File: src/rtl/rotary_bargraph_ctrl.sv
// rotary_bargraph_ctrl
// Turns quadrature edge pulses into a detent-quantised, saturating level,
// renders it as a bar or dot pattern and streams each new pattern MSB-first
// to a 74HC595-style serial-in/parallel-out LED register.
module rotary_bargraph_ctrl #(
    parameter int LEDS    = 8,   // segments / serial frame length (2..32)
    parameter int DETENT  = 4,   // Shift pulses per detent (1..8)
    parameter int SER_DIV = 4    // Clk cycles per serial clock half-period (1..16)
) (
    input  logic                       Clk,
    input  logic                       Reset_N,
    input  logic                       Shift,
    input  logic                       Dir,
    input  logic                       Mode_Tgl,
    output logic [$clog2(LEDS+1)-1:0]  Level,
    output logic                       Mode,
    output logic [LEDS-1:0]            Bar,
    output logic                       Ser_Data,
    output logic                       Ser_Clk,
    output logic                       Ser_Latch,
    output logic                       Busy
);

    localparam int LW = $clog2(LEDS + 1);
    localparam int AW = $clog2(DETENT + 1) + 1;
    localparam int CW = (SER_DIV > 1) ? $clog2(SER_DIV) : 1;
    localparam int IW = $clog2(LEDS);

    localparam logic signed [AW-1:0] ACC_TOP = AW'(DETENT - 1);
    localparam logic signed [AW-1:0] ACC_ONE = AW'(1);
    localparam logic [LW-1:0]        LVL_MAX = LW'(LEDS);
    localparam logic [LW-1:0]        LVL_ONE = LW'(1);
    localparam logic [CW-1:0]        DIV_END = CW'(SER_DIV - 1);
    localparam logic [CW-1:0]        DIV_ONE = CW'(1);
    localparam logic [IW-1:0]        IDX_TOP = IW'(LEDS - 1);
    localparam logic [IW-1:0]        IDX_ONE = IW'(1);

    typedef enum logic [2:0] {
        S_IDLE,
        S_LOAD,
        S_CLK_LO,
        S_CLK_HI,
        S_LATCH
    } state_t;

    logic signed [AW-1:0] acc;
    logic                 step_up;
    logic                 step_dn;
    logic [LEDS-1:0]      pattern;
    logic [LEDS-1:0]      bar_d;
    logic                 bar_chg;
    logic                 pending;

    state_t               state, state_nxt;
    logic [CW-1:0]        cnt, cnt_nxt;
    logic [IW-1:0]        idx, idx_nxt;
    logic [LEDS-1:0]      snap;
    logic                 load;

    // A step fires on the pulse that would take the accumulator to +/-DETENT.
    assign step_up = Shift &&  Dir && (acc == ACC_TOP);
    assign step_dn = Shift && !Dir && (acc == -ACC_TOP);

    // Detent accumulator: counts edges, clears whenever a detent completes.
    always_ff @(posedge Clk or negedge Reset_N) begin
        // NOTE: state registers use non-blocking assignments so every flop
        // samples pre-edge values regardless of statement order.
        if (!Reset_N)
            acc <= '0;
        else if (step_up || step_dn)
            acc <= '0;
        else if (Shift)
            acc <= Dir ? acc + ACC_ONE : acc - ACC_ONE;
    end

    // Saturating level and display mode.
    always_ff @(posedge Clk or negedge Reset_N) begin
        if (!Reset_N) begin
            Level <= '0;
            Mode  <= 1'b0;
        end else begin
            if (step_up && Level != LVL_MAX)
                Level <= Level + LVL_ONE;
            else if (step_dn && Level != '0)
                Level <= Level - LVL_ONE;
            if (Mode_Tgl)
                Mode <= !Mode;
        end
    end

    // Bar/dot rendering of the registered level and mode.
    always_comb begin
        // NOTE: every always_comb output gets a default first so no path
        // leaves it unassigned and a latch cannot be inferred.
        pattern = '0;
        for (int i = 0; i < LEDS; i++) begin
            if (Mode)
                pattern[i] = (int'(Level) == i + 1);
            else
                pattern[i] = (i < int'(Level));
        end
    end

    // Registered pattern, its one-cycle-old copy and the pending-frame flag.
    always_ff @(posedge Clk or negedge Reset_N) begin
        if (!Reset_N) begin
            Bar     <= '0;
            bar_d   <= '0;
            pending <= 1'b1;   // guarantees a cleared frame after reset
        end else begin
            Bar   <= pattern;
            bar_d <= Bar;
            if (bar_chg)
                pending <= 1'b1;   // a new change outranks the LOAD clear
            else if (load)
                pending <= 1'b0;
        end
    end

    assign bar_chg = (Bar != bar_d);

    // Serial FSM state, timing counter, bit index and frame snapshot.
    always_ff @(posedge Clk or negedge Reset_N) begin
        if (!Reset_N) begin
            state <= S_IDLE;
            cnt   <= '0;
            idx   <= '0;
            snap  <= '0;
        end else begin
            state <= state_nxt;
            cnt   <= cnt_nxt;
            idx   <= idx_nxt;
            if (load)
                snap <= Bar;
        end
    end

    // Serial FSM next state and decoded serial outputs.
    always_comb begin
        state_nxt = state;
        cnt_nxt   = cnt;
        idx_nxt   = idx;
        load      = 1'b0;
        Busy      = (state != S_IDLE);
        Ser_Clk   = 1'b0;
        Ser_Latch = 1'b0;
        Ser_Data  = 1'b0;
        case (state)
            S_IDLE: begin
                cnt_nxt = '0;
                if (pending)
                    state_nxt = S_LOAD;
            end
            S_LOAD: begin
                load      = 1'b1;
                idx_nxt   = IDX_TOP;
                cnt_nxt   = '0;
                state_nxt = S_CLK_LO;
            end
            S_CLK_LO: begin
                Ser_Data = snap[idx];
                if (cnt == DIV_END) begin
                    cnt_nxt   = '0;
                    state_nxt = S_CLK_HI;
                end else begin
                    cnt_nxt = cnt + DIV_ONE;
                end
            end
            S_CLK_HI: begin
                Ser_Data = snap[idx];
                Ser_Clk  = 1'b1;
                if (cnt == DIV_END) begin
                    cnt_nxt = '0;
                    if (idx == '0) begin
                        state_nxt = S_LATCH;
                    end else begin
                        idx_nxt   = idx - IDX_ONE;
                        state_nxt = S_CLK_LO;
                    end
                end else begin
                    cnt_nxt = cnt + DIV_ONE;
                end
            end
            S_LATCH: begin
                Ser_Latch = 1'b1;
                if (cnt == DIV_END) begin
                    cnt_nxt   = '0;
                    state_nxt = S_IDLE;
                end else begin
                    cnt_nxt = cnt + DIV_ONE;
                end
            end
            default: state_nxt = S_IDLE;
        endcase
    end

endmodule

File: config.mk
export PLATFORM = sky130hd
export DESIGN_NAME = rotary_bargraph_ctrl
export DESIGN_NICKNAME = d
export VERILOG_FILES = /design/src/rtl/rotary_bargraph_ctrl.sv
export SDC_FILE = /design/constraint.sdc
export NUM_CORES = 1
export LEC_CHECK = 0
export CELL_PAD_IN_SITES_DETAIL_PLACEMENT = 2
export CELL_PAD_IN_SITES_GLOBAL_PLACEMENT = 2
export CORE_AREA = 2 2 72 81
export CTS_BUF_LIST = sky130_fd_sc_hd__clkbuf_16
export CTS_CLUSTER_DIAMETER = 80
export DETAILED_ROUTE_END_ITERATION = 7
export DIE_AREA = 0 0 74 83
export PLACE_DENSITY = 0.87
export SLEW_MARGIN = 20
export SYNTH_ARGS = -nofsm -noshare
export SYNTH_HDL_FRONTEND = slang
export SYNTH_SLANG_ARGS = --single-unit
File: constraint.sdc
create_clock -name Clk -period 4.5 [get_ports Clk]
set_input_delay 0.9 -clock Clk [delete_from_list [all_inputs] [get_ports Clk]]
set_output_delay 0.9 -clock Clk [all_outputs]
set_load 0.02 [all_outputs]
* Yosys cells after proc, flatten, opt, wreduce, memory -nomap -nowiden
Cells that the tools add are included.
Storage, ports and cells: register bits after elaboration 42, latch bits 0, RAM bits 0, bits in read-only memories 0, output and inout bits 17, word-level logic and storage cells 102, memories kept 0
Cells by class: $add $sub $neg 6, multiply operators 0, div/mod/pow operators 0, $lt $le $gt $ge 9, equal/unequal tests 22, shift-type cells 0, mux-type cells 32, bitwise gates (word level) 0, reduce and logical (&&, ||, !) cells 23
Operator list (count):
- 3-bit two-way mux | 7
- 4-bit == test (second input constant) | 5
- 4-bit two-way mux | 5
- 4-bit by 3-bit == test with 1-bit output (second input constant) | 4
- 3-bit by 4-bit < comparator with 1-bit output (first input constant) | 4
- 1-bit two-way mux | 15
- 3-bit case mux with 5 select lines | 1
- 2-bit != test (second input constant) | 5
- 2-bit nonzero test | 5
- 1-bit by 4-bit < comparator with 1-bit output (first input constant) | 2
- 2-bit by 4-bit < comparator with 1-bit output (first input constant) | 2
- 8-bit != test | 1
- 3-bit by 2-bit == test with 1-bit output (second input constant) | 2
- 1-bit logical AND | 6
- 3-bit zero test | 2
- 3-bit case mux with 2 select lines | 1
- 4-bit by 1-bit adder with 4-bit output (second input constant) | 1
- 4-bit by 2-bit adder with 4-bit output (second input constant) | 1
- 4-bit by 2-bit == test with 1-bit output (second input constant) | 1
- 3-bit by 4-bit < comparator with 1-bit output (second input constant) | 1
- 4-bit != test (second input constant) | 1
- 2-bit case mux with 2 select lines | 1
- 4-bit AND reduction | 1
- 4-bit nonzero test | 1
- other kinds (15) | 17

* Depth between registers and ports, before layout
Gate-level depths: netlist of run 1.
depth after elaboration 6, mapped depth 6, mapped depth without buffers 6

* Least setup slack after synthesis of run 1
Ideal clock, no wire load.
path kind input to register, start point input Dir, end point register acc[3], data arrival time 2166 ps, data required time 4382 ps, path slack 2216 ps, stages on the path 6, cell sequence inv_1 ha_1 and3_1 or3_1 a31o_1 a21o_1
On the way: longest elaborated chain between the ends 5, elaborated cells on any way between the ends 10, those cells by class mux: 3; reduce/logical: 7
RTL lines:
- start: declaration | RTL line 13 | input logic Dir,
- 1-bit zero test | RTL line 62 | assign step_dn = Shift && !Dir && (acc == -ACC_TOP);
- 1-bit logical AND (2 in series) | RTL line 62
- 1-bit logical OR | RTL line 70 | else if (step_up || step_dn)
- 4-bit two-way mux / 2-bit nonzero test (equally long branches)
- end signal: assignment | RTL line 73 | acc <= Dir ? acc + ACC_ONE : acc - ACC_ONE;
- end: declaration | RTL line 46 | logic signed [AW-1:0] acc;
Several ways; a longest one is shown, not always the timed one. The select of a mux whose other input is x is not followed. A chain may end at the register's enable or synchronous reset.

* Worst setup path after layout of run 1
start point register idx[0], end point output Ser_Data
On the way: longest elaborated chain between the ends 3
RTL lines:
- start: declaration | RTL line 56 | logic [IW-1:0] idx, idx_nxt;
- start signal: assignment | RTL line 132 | idx <= idx_nxt;
- 1-bit binary-select mux with 3-bit select | RTL line 161, 170
- 1-bit two-way mux (not written as such) | RTL line 161, 170
- 1-bit two-way mux
- end: declaration | RTL line 18 | output logic Ser_Data,
Every way passes these cells. The select of a mux whose other input is x is not followed.

==> results.yml, run 1 <==
drt:
  dr.pass1.iters: 3
  drt_wl_total_um: 5070
  wire_per_inst_um: 18.4
  postRouteAntennaNets: 0
  drc_errors: 0
  num_vias: 1416
  via_per_inst: 5.13
  drtIter0Drc: 56
worst_setup_path:
  crit_type: "reg2out"
  cp_cell_sequence: "mux4_2, mux2i_1, nor2b_1, clkdlybuf4s50_1"
  cp_top_family: "multiplexers"
  worst_setup_path_end_kind: "output port"
  arrival_ns: 2.05
  critPathLaunchType: "register"
  cp_slowest_cell: "mux4_2"
  path_buf_inv: 1
  required_ns: 3.60
  cpPeakStageDelay_ns: 0.54
  crit_path_max_fanout: 5
power_and_ir_drop:
  p_sw_share_pct: 38.3
  p_clk_share_pct: 20.1
  pwr-share-comb_pct: 38.9
  ir_worst_vdd_mv: 0.258
  internal_power_w: 0.00103
  power_frac_seq_pct: 41.0
  net-switching-power_w: 0.000642
  power_leakage_nw: 1.11
  p_per_area_mw_per_mm2: 672
floorplanning:
  die_w_um: 74
  die-height_um: 83
  fp.dieArea_mm2: 0.00614
  ios: 22
  initial_core_util_pct: 39.4
  rows: 28
  core_area_mm2: 0.00529
clock_tree:
  cts_resized: 0
  numCtsBuffers: 5
  clk_latency_ns: 0.28
  ctsHoldBuffers: 0
  clockRootBuffer: "clkbuf_16"
  cts_sinks: 42
  htreeDepth: 2
  cts_tree: "yes"
  path_clk_slew_ns: 0.06
  cts.path.max_buffers: 2
  cts_setup_buffers: 0
sta:
  final_hold_viol_count: 0
  tns_ns: 0
  fmax_mhz: 339
  slew_viol_final: 0
  period_share_pct: 65.6
  whs_ns: 0.445
  relSlewSlack_pct: 36.6
  clock_skew_ns: 0.00465
  finalSetupViolCount: 0
  rsz0062_at_grt: "no"
  post-route-min-period_ns: 2.95
  tightest_slew_ns: 0.951
synth:
  ys_types: 51
  syn_area_per_cell_um2: 11.7
  synth.area.top_cells: "dfrtp_1 (49%), ha_1 (6.0%), mux2_2 (4.9%)"
  ys_ff_latch: 42
  postSynthCellCount: 178
  yosys_warnings: 0
  synth_fp_nets: 194
  synthTopCellsByCount: "dfrtp_1 (41), ha_1 (10), nor2_1 (10)"
  synth_ff_type: "dfrtp_1"
  synth_edf_count: 0
  ys_seq_area_share_pct: 50.4
  synth.top_cell.area_share_pct: 49.2
  yosysMostFrequentCell: "dfrtp_1"
  syn_area_mm2: 0.00209
  synth-async-reset-ratio_pct: 100
  yosysTopAreaCell: "dfrtp_1"
global_routing:
  grt_pass1_wl_um: 8840
  track_usage_pct: 18.8
  grt.overflow.total: 0
  antenna_found_initial: 0
  grt_start_max_net_pins: 43
  grt_pass1_vias: 1760
status:
  status: "finished, final reports clean"
placement:
  numPortBuffers: 21
  place_congestion: 0.789
  place_hpwl_um: 3890
cells_and_area:
  multiInputGateArea_um2: 966
  layout.nets: 216
  n_antenna_cell: 0
  drive_gt1_share_pct: 13.4
  synthToLayoutAreaGrowth_pct: 19.5
  seq_area_mm2: 0.00105
  nFillCells: 531
job:
  drv_cap: 0
min_path:
  hp-class: "reg2reg"
## per-stage QoR
stage / worst slack [ns] / std cells / cell area (um2) / power, W / utilization [%]
5_1_grt: 1.43 / 276 / 2490 / 0.00181 / 47.1
6_report: 1.55 / 276 / 2490 / 0.00168 / 47.1
4_1_cts: 1.53 / 276 / 2490 / 0.00171 / 47.1
2_1_floorplan: 2.22 / 178 / 2090 / 0.00108 / -
3_5_place_dp: 1.36 / 268 / 2350 / 0.00136 / 44.5
3_3_place_gp: 1.52 / 268 / 2350 / 0.00128 / 44.5
## power groups by stage
stage	registers (W)	clock network, W	logic, W
finish	0.000686	0.000337	0.000652
global route	0.000714	0.000369	0.000730
CTS	0.000693	0.000353	0.000666
detailed placement	0.000697	0	0.000659
global placement	0.000675	0	0.000602
floorplan	0.000673	0	0.000411
## area by class of cell
cell class / count / area share (%)
clock buffer: 5 / 5.02
multi-input combinational: 120 / 38.8
sequential: 42 / 42.2
clock inverter: 3 / 0.502
timing repair buffer: 21 / 8.23
inverter: 10 / 1.51
tap: 75 / 3.77
## metal layers
layer,up-vias,global-route usage [%],wire length (um)
met4,0,5.12,50
met2,20,35.1,2980
met5,-,0,0
met3,6,4.25,107
met1,715,20.5,1940
li1,675,-,-
## placed cells by master (no fill, tap or decap), drive strengths merged, types with 3 or more instances in the layout
| master | count |
|---|---|
| ha | 10 |
| nor2 | 11 |
| nand2b | 5 |
| nand2 | 10 |
| inv | 10 |
| clkdlybuf4s50 | 20 |
| xnor2 | 9 |
| mux2 | 9 |
| o21ai | 4 |
| nand3 | 4 |
| a21oi | 3 |
| xor2 | 7 |
| clkinv | 3 |
| o22ai | 4 |
| nor3 | 4 |
| clkbuf | 5 |
| dfrtp | 41 |
## sequential cells by signal, summed over array words and instances (netlist names)
name     flops
Bar          8
bar_d        8
snap         8
Level        4
acc          4
idx          3
state        3
cnt          2
Mode         1
pending      1
## kinds of logic (layout without fill, tap and decap cells)
| group | after synthesis | count (layout) | share of synthesized area [%] |
|---|---|---|---|
| XOR/XNOR | 16 | 16 | 6.72 |
| flip-flops | 42 | 42 | 50.4 |
| AO/OA/AOI/OAI | 30 | 30 | 11.0 |
| multiplexers | 12 | 12 | 7.50 |
| AND/OR/NAND/NOR | 51 | 51 | 14.1 |
| buffers and inverters | 16 | 39 | 3.24 |
| adder cells (fa/ha/maj) | 11 | 11 | 6.96 |
## path summary, 6_finish.rpt
kind	startpoint	slack, ns	end	depth (start not counted)
max reg2reg	acc[2]$_DFFE_PN0P_	2.62	acc[3]$_DFFE_PN0P_	5
min reg2reg	Bar[4]$_DFF_PN0_	0.45	bar_d[4]$_DFF_PN0_	0
min	Bar[4]$_DFF_PN0_	0.45	bar_d[4]$_DFF_PN0_	0
max	idx[0]$_DFFE_PN0P_	1.55	Ser_Data	4
min in group asynchronous	Reset_N	0.76	cnt[1]$_DFFE_PN0P_	1
max in group asynchronous	Reset_N	3.14	acc[3]$_DFFE_PN0P_	1
Power figures use the tool's default switching activity.
==> inputs of run 2 (changes only) <==
CORE_AREA = 2 2 75 84   (was 2 2 72 81)
DIE_AREA = 0 0 77 86   (was 0 0 74 83)
PLACE_DENSITY = 0.82   (was 0.87)
clock period = 3 ns   (was 4.5 ns; I/O delays follow)
==> results.yml, run 2 (same netlist as run 1, synthesis figures left out) <==
power_and_ir_drop:
  p_per_area_mw_per_mm2: 996
  power_leakage_nw: 1.12
  ir_worst_vdd_mv: 0.328
global_routing:
  track_usage_pct: 15.7
  grt_most_used_layer: "met2"
  grtUsageMet3_pct: 3.16
  grt.overflow.total: 0
  grt_pass1_wl_um: 8130
  antenna_found_initial: 0
  grt_pass1_vias: 1603
  use_met1_pct: 18.7
  grt_start_max_net_pins: 43
  gr-usage-met2_pct: 28.9
worst_setup_path:
  arrival_ns: 2.04
  cp_cell_sequence: "mux4_2, mux2i_1, nor2b_1, clkdlybuf4s50_1"
  crit_type: "reg2out"
  critPathLaunchType: "register"
  cp_slowest_cell: "mux4_2"
  worst_setup_path_end_kind: "output port"
  required_ns: 2.40
  reg2reg_depth: 5
  crit_path_max_fanout: 5
  cpPeakStageDelay_ns: 0.55
sta:
  post-route-min-period_ns: 2.64
  rsz0062_at_grt: "no"
  final_hold_viol_count: 0
  slew_viol_final: 0
  finalSetupViolCount: 0
  relSlewSlack_pct: 35.5
  clock_skew_ns: 0.00433
  fmax_mhz: 379
  tightest_slew_ns: 0.967
  period_share_pct: 87.9
  tns_ns: 0
drt:
  drt_wl_total_um: 4760
  dr.pass1.iters: 3
  wire_per_inst_um: 17.1
  drtIter0Drc: 19
  postRouteAntennaNets: 0
  via_per_inst: 5.17
  num_vias: 1442
  drc_errors: 0
floorplanning:
  ios: 22
  core_area_mm2: 0.00573
  fp.dieArea_mm2: 0.00662
  die_w_um: 77
  die-height_um: 86
  initial_core_util_pct: 36.4
  rows: 29
clock_tree:
  cts_tree: "yes"
  cts_resized: 0
  cts_sinks: 42
  cts.path.max_buffers: 2
  numCtsBuffers: 5
  ctsHoldBuffers: 0
  htreeDepth: 2
  clockRootBuffer: "clkbuf_16"
  cts_setup_buffers: 0
  clk_latency_ns: 0.28
  path_clk_slew_ns: 0.06
cells_and_area:
  layout.cells.most_common: "dfrtp_1"
  drive_gt1_share_pct: 13.9
  nFillCells: 618
  n_antenna_cell: 0
  synthToLayoutAreaGrowth_pct: 20.0
  layout_common_cells: "dfrtp_1 (41), clkdlybuf4s50_1 (20), inv_1 (10), nor2_1 (10), ha_1 (10)"
  final_util_pct: 43.6
  layout.nets: 217
  reg_top3: "Bar x8, bar_d x8, snap x8"
min_path:
  whs_path_depth: 0
  hp-class: "reg2reg"
status:
  status: "finished, final reports clean"
job:
  drv_cap: 0
placement:
  place_congestion: 0.723
  place_hpwl_um: 3540
  numPortBuffers: 21
[run 2: final timing paths]
| kind | slack [ns] | endpoint | from |
|---|---|---|---|
| min in group asynchronous | 0.48 | cnt[0]$_DFFE_PN0P_ | Reset_N |
| worst max-delay path | 0.36 | Ser_Data | idx[0]$_DFFE_PN0P_ |
| worst min-delay path | 0.45 | bar_d[2]$_DFF_PN0_ | Bar[2]$_DFF_PN0_ |
| worst max register to register | 1.12 | Level[1]$_DFFE_PN0P_ | Level[1]$_DFFE_PN0P_ |
| worst min register to register | 0.45 | bar_d[2]$_DFF_PN0_ | Bar[2]$_DFF_PN0_ |
| max in group asynchronous | 1.93 | Bar[6]$_DFF_PN0_ | Reset_N |
[run 2: worst max-delay path: cells and delay by family (launching register included)]
kind / cells / cell delay, ns
buffers and inverters: 1 / 0.53
and+or+nand+nor: 1 / 0.07
muxes: 2 / 0.70
DFF: 1 / 0.47
[run 2: layout make-up]
| class | instances | area (um2) | share of cell area (%) |
|---|---|---|---|
| sequential | 42 | 1050 | 42.1 |
| tap | 77 | 96.3 | 3.85 |
| multi-input combinational | 120 | 966 | 38.6 |
| inverter | 10 | 37.5 | 1.50 |
| timing repair buffer | 22 | 213 | 8.50 |
| clock buffer | 5 | 125 | 5.00 |
| clock inverter | 3 | 12.5 | 0.500 |
[run 2: layer usage]
layer	share of wire [%]	vias up	wire, um
li1	-	675	-
met1	41	744	1970
met2	55	16	2630
met3	2.2	7	103
met4	1.1	0	53
met5	0	-	0
[run 2: metrics by stage]
stage	cells	total power [W]	setup slack [ns]	instance area, um2	hold WS (ns)
after floorplan	178	0.00163	1.02	2090	0.304
after global placement	271	0.00195	0.490	2360	0.434
after detailed placement	271	0.00202	0.400	2360	0.447
after CTS	279	0.00254	0.327	2500	0.460
after global routing	279	0.00269	0.259	2500	0.481
final	279	0.00249	0.362	2500	0.446
[run 2: power breakdown]
part           switching, W  internal (W)
clock network      0.000207      0.000301
logic              0.000486      0.000478
registers          0.000248      0.000773
total              0.000942       0.00155
==> inputs of run 3 (changes only) <==
SKIP_CTS_REPAIR_TIMING = 1   (was default)
==> results of run 3 <==
Final layout, timing and power as in run 2 (identical DEF).
